--- src/rtl/inst_fetch.sv ---
// Instruction fetch unit: streams sequential ROM words into a small prefetch queue,
// with a redirect input that flushes the queue and restarts fetching at a new address.
module inst_fetch #(
    parameter int          DEPTH    = 4,
    parameter logic [31:0] RESET_PC = 32'h0000_0000
) (
    input  logic        clock,
    input  logic        reset,
    output logic [31:0] rom_addr,
    output logic        rom_chip_enable,
    input  logic [31:0] rom_data,
    input  logic        branch_flag,
    input  logic [31:0] branch_target,
    input  logic        stall,
    output logic        inst_valid,
    output logic [31:0] inst_pc,
    output logic [31:0] inst_data,
    output logic [3:0]  queue_count
);

    localparam int         PW        = (DEPTH > 1) ? $clog2(DEPTH) : 1;
    localparam logic [3:0] DEPTH_CNT = 4'(DEPTH);

    typedef enum logic {IDLE, RUN} state_t;

    state_t          state;
    state_t          state_next;
    logic [31:0]     fetch_pc;
    logic [31:0]     pc_mem   [DEPTH];
    logic [31:0]     data_mem [DEPTH];
    logic [PW-1:0]   rd_ptr;
    logic [PW-1:0]   wr_ptr;
    logic [3:0]      count;
    logic            push;
    logic            pop;
    logic            redirect;

    always_ff @(posedge clock or posedge reset) begin
        if (reset) begin
            state <= IDLE;
        end else begin
            state <= state_next;
        end
    end

    always_comb begin
        state_next = state;
        case (state)
            IDLE:    state_next = RUN;
            RUN:     state_next = RUN;
            default: state_next = IDLE;
        endcase
    end

    // A pop frees a slot in the same cycle, so a full queue can still fetch
    // when the head is being accepted.
    always_comb begin
        rom_chip_enable = 1'b0;
        if (state == RUN && !branch_flag && (count < DEPTH_CNT || pop)) begin
            rom_chip_enable = 1'b1;
        end
    end

    assign redirect   = (state == RUN) && branch_flag;
    assign inst_valid = (count != 4'd0);
    assign pop        = inst_valid && !stall && !redirect;
    assign push       = rom_chip_enable;

    always_ff @(posedge clock or posedge reset) begin
        if (reset) begin
            fetch_pc <= RESET_PC;
            rd_ptr   <= '0;
            wr_ptr   <= '0;
            count    <= '0;
        end else if (redirect) begin
            fetch_pc <= {branch_target[31:2], 2'b00};
            rd_ptr   <= '0;
            wr_ptr   <= '0;
            count    <= '0;
        end else begin
            if (push) begin
                wr_ptr   <= wr_ptr + 1'b1;
                fetch_pc <= fetch_pc + 32'd4;
            end
            if (pop) begin
                rd_ptr <= rd_ptr + 1'b1;
            end
            case ({push, pop})
                2'b10:   count <= count + 4'd1;
                2'b01:   count <= count - 4'd1;
                default: count <= count;
            endcase
        end
    end

    always_ff @(posedge clock) begin
        if (push) begin
            pc_mem[wr_ptr]   <= fetch_pc;
            data_mem[wr_ptr] <= rom_data;
        end
    end

    assign rom_addr    = fetch_pc;
    assign queue_count = count;
    assign inst_pc     = inst_valid ? pc_mem[rd_ptr]   : '0;
    assign inst_data   = inst_valid ? data_mem[rd_ptr] : '0;

endmodule

--- config.mk ---
export PLATFORM = sky130hd
export DESIGN_NAME = inst_fetch
export DESIGN_NICKNAME = d
export VERILOG_FILES = /design/src/rtl/inst_fetch.sv
export SDC_FILE = /design/constraint.sdc
export NUM_CORES = 1
export LEC_CHECK = 0
export CAP_MARGIN = 10
export CORE_UTILIZATION = 50
export CTS_BUF_LIST = sky130_fd_sc_hd__clkbuf_2
export CTS_CLUSTER_DIAMETER = 30
export CTS_CLUSTER_SIZE = 8
export DETAILED_ROUTE_END_ITERATION = 12
export GPL_ROUTABILITY_DRIVEN = 0
export PLACE_DENSITY = 0.81
export SYNTH_ARGS = -nofsm -noshare
export SYNTH_HDL_FRONTEND = slang
export SYNTH_SLANG_ARGS = --single-unit
--- constraint.sdc ---
create_clock -name clock -period 3 [get_ports clock]
set_clock_uncertainty 0.1 [all_clocks]
set_input_delay 0.6 -clock clock [delete_from_list [all_inputs] [get_ports clock]]
set_output_delay 0.6 -clock clock [all_outputs]
set_load 0.005 [all_outputs]
==> flow_summary.yaml <==
place:
  dp_cells: 1104
  hpwl_um: 14800
  numPortBuffers: 163
floorplanning:
  rows: 55
  chipHeight_um: 154
  die_w_um: 154
  core-area_um2: 22700
  ios: 170
  die_area_um2: 23800
  start_util_pct: 51.1
route:
  vias: 6949
  dr.first_iter.drc_count: 529
  drtAntennaViolNets: 0
  wire_per_inst_um: 21.5
  drc: 0
  via_per_inst: 5.59
  routed_wl_um: 26800
  drtPass1Iterations: 5
setup_path:
  endpoint_kind: "output pin"
  cp.buffers_inverters: 5
  cp_max_fo: 7
  arrival_ns: 2.55
  path_cells: "buf_12 -> buf_12 -> buf_16 -> buf_6 -> mux4_2 -> nor2b_1 -> buf_2"
  cp_top_family: "buffers and inverters"
  start_kind: "flip-flop"
  slowest_delay_ns: 0.52
  critical_path_class: "reg2out"
  cp_common_cell: "buf_12"
  cp.required_ns: 2.30
  crit_slowest_cell: "dfrtp_4"
yosys:
  ys_seq_area_share_pct: 72.6
  avgSynthCellArea_um2: 17.7
  synthCells: 657
  async_reset_ff_share_pct: 13.6
  synth_warnings: 0
  synth_area_um2: 11600
  ys_ff_latch: 287
  synth_edf_count: 248
  synthFlopType: "edfxtp_1"
  synth_cell_types: 43
final_layout:
  nets: 998
  fin_cells: 1243
  drive_gt1_share_pct: 34.4
  final_cell_mix: "edfxtp_1, clkdlybuf4s50_1, clkbuf_2, mux4_2, buf_2"
  area_growth_syn_to_layout_pct: 30.2
  layout_commonest_cell: "edfxtp_1"
grt:
  grt_pass1_vias: 7218
  grt_pass1_wl_um: 41000
  antenna_found_initial: 1
  track_usage_pct: 23.3
  grt-ovfl-total: 0
  grt_start_max_net_pins: 44
flow_run:
  drv_cap: 0
outcome:
  violations: "setup timing"
  status: "finished, violations left"
sta:
  tightestPinTransition_ns: 0.578
  slew_headroom_pct: 61.5
  period_minus_slack_ns: 3.25
  hold_violations: 0
  setup_viol: 59
  clock.fmax_mhz: 307
  fin_tns_setup_ns: -8.09
  finalCritPeriodShare_pct: 108
  final.setup.worst_slack_ns: -0.253
  whs_ns: 0.0995
  rsz0062_at_grt: "true"
  slew_violations: 0
clock_tree:
  cts_tree: "yes"
  cts_inserted_buffers: 51
  clk_latency_ns: 0.84
  cts_max_level: 2
  path_clk_slew_ns: 0.16
  cts.sink_count: 287
  cts-root-buf: "clkbuf_2"
  clk_path_buf_depth: 3
pwr:
  power.leakage_nw: 5.43
  p_total_mw: 12.9
  p_per_area_nw_per_um2: 855
  peakVddDrop_v: 0.000530
hold_path:
  min-delay-path-class: "in2async"
-- cells in the mapped netlist (4+ instances only) --
cell type / number / area (µm²)
a21oi_1: 4 / 20.0
and2_1: 6 / 37.5
buf_2: 6 / 30.0
buf_4: 4 / 30.0
clkbuf_1: 26 / 97.6
dfrtp_1: 39 / 976
edfxtp_1: 248 / 7450
ha_1: 7 / 87.6
inv_1: 10 / 37.5
mux4_2: 62 / 1400
nand2_1: 41 / 154
nand3_1: 10 / 50.1
nand4_1: 4 / 25.0
nor2_1: 20 / 75.1
nor2b_1: 62 / 388
nor3_1: 8 / 40.0
nor4_1: 10 / 62.6
o21ai_0: 21 / 105
o21ai_1: 7 / 35.0
xnor2_1: 21 / 184
xor2_1: 8 / 70.1
-- flip-flops by register name, indices dropped and copies added, names as in the netlist --
register     count
data_mem       128
pc_mem         120
queue_count      4
rd_ptr           2
rom_addr        30
state            1
wr_ptr           2
-- area by class of cell --
class	count	area, µm²
multi-input combinational	326	3220
timing repair buffer	246	2500
inverter	10	37.5
fill	1557	7600
sequential	287	8430
tap	285	357
clock inverter	27	254
clock buffer	61	305
antenna	1	2.50
-- logic make-up after synthesis --
logic type,synth area share (%)
flops,72.6
simple gates,8.01
mux,12.3
buf+inv,1.71
compound gates,2.19
xor+xnor,2.19
fa+ha+maj,0.927
other cells,0.0647
-- path summary, 6_finish.rpt --
check / start / slack [ns] / end / cells after the start
max: rd_ptr[0]$_DFFE_PP0P_ / -0.25 / inst_pc[13] / 7
min reg2reg: rom_addr[14]$_DFFE_PP0P_ / 0.53 / pc_mem[2][14]$_DFFE_PP_ / 1
max in group asynchronous: reset / 2.27 / rd_ptr[0]$_DFFE_PP0P_ / 3
max reg2reg: queue_count[3]$_DFFE_PP0P_ / 0.27 / queue_count[3]$_DFFE_PP0P_ / 10
min: reset / 0.1 / state$_DFF_PP0_ / 3
min in group clock: branch_target[8] / 0.22 / rom_addr[8]$_DFFE_PP0P_ / 3
-- worst register-to-register path: stages (launching register included) --
cell,delay (ns)
dfrtp_2,0.46
nor4_4,0.30
buf_4,0.21
buf_12,0.25
nor3_1,0.13
buf_4,0.19
ha_1,0.30
a21oi_1,0.30
a21oi_1,0.12
o31ai_1,0.10
and3_1,0.21
-- power by group --
part | total, mW | leakage [nW] | internal [mW] | switching [mW]
Combinational | 5.39 | 2.33 | 3.14 | 2.25
Sequential | 5.10 | 2.72 | 4.81 | 0.290
Clock | 2.42 | 0.376 | 1.02 | 1.41
Total | 12.9 | 5.43 | 8.96 | 3.95
-- through the flow --
stage | instance area [µm²] | utilization [%] | setup slack, ns
floorplan | 11600 | - | 0.436
finish | 15100 | 66.5 | -0.253
detailed placement | 13900 | 61.2 | 0.269
CTS | 15100 | 66.4 | -0.360
global route | 15100 | 66.5 | -0.398
global placement | 13900 | 61.2 | 0.279
-- timing repair --
| item | 4_1_cts | 5_1_grt |
|---|---|---|
| endpoints found under the hold margin | 0 | 0 |
| gates cloned | 8 | 0 |
| hold buffers | 0 | 0 |
| setup endpoints to repair | 64 | 63 |
| pin swaps | 2 | 0 |
| gates resized for setup | 281 | 54 |
| buffers inserted | 41 | 6 |
-- routing by layer --
| layer | track usage (%) | share of wire, % | vias to the layer above |
|---|---|---|---|
| met5 | 0 | 0 | - |
| li1 | - | - | 3077 |
| met2 | 39.2 | 50 | 323 |
| met4 | 7.69 | 2.7 | 0 |
| met3 | 3.89 | 7.0 | 60 |
| met1 | 31.2 | 41 | 3489 |
(Power assumes the default switching activity.)
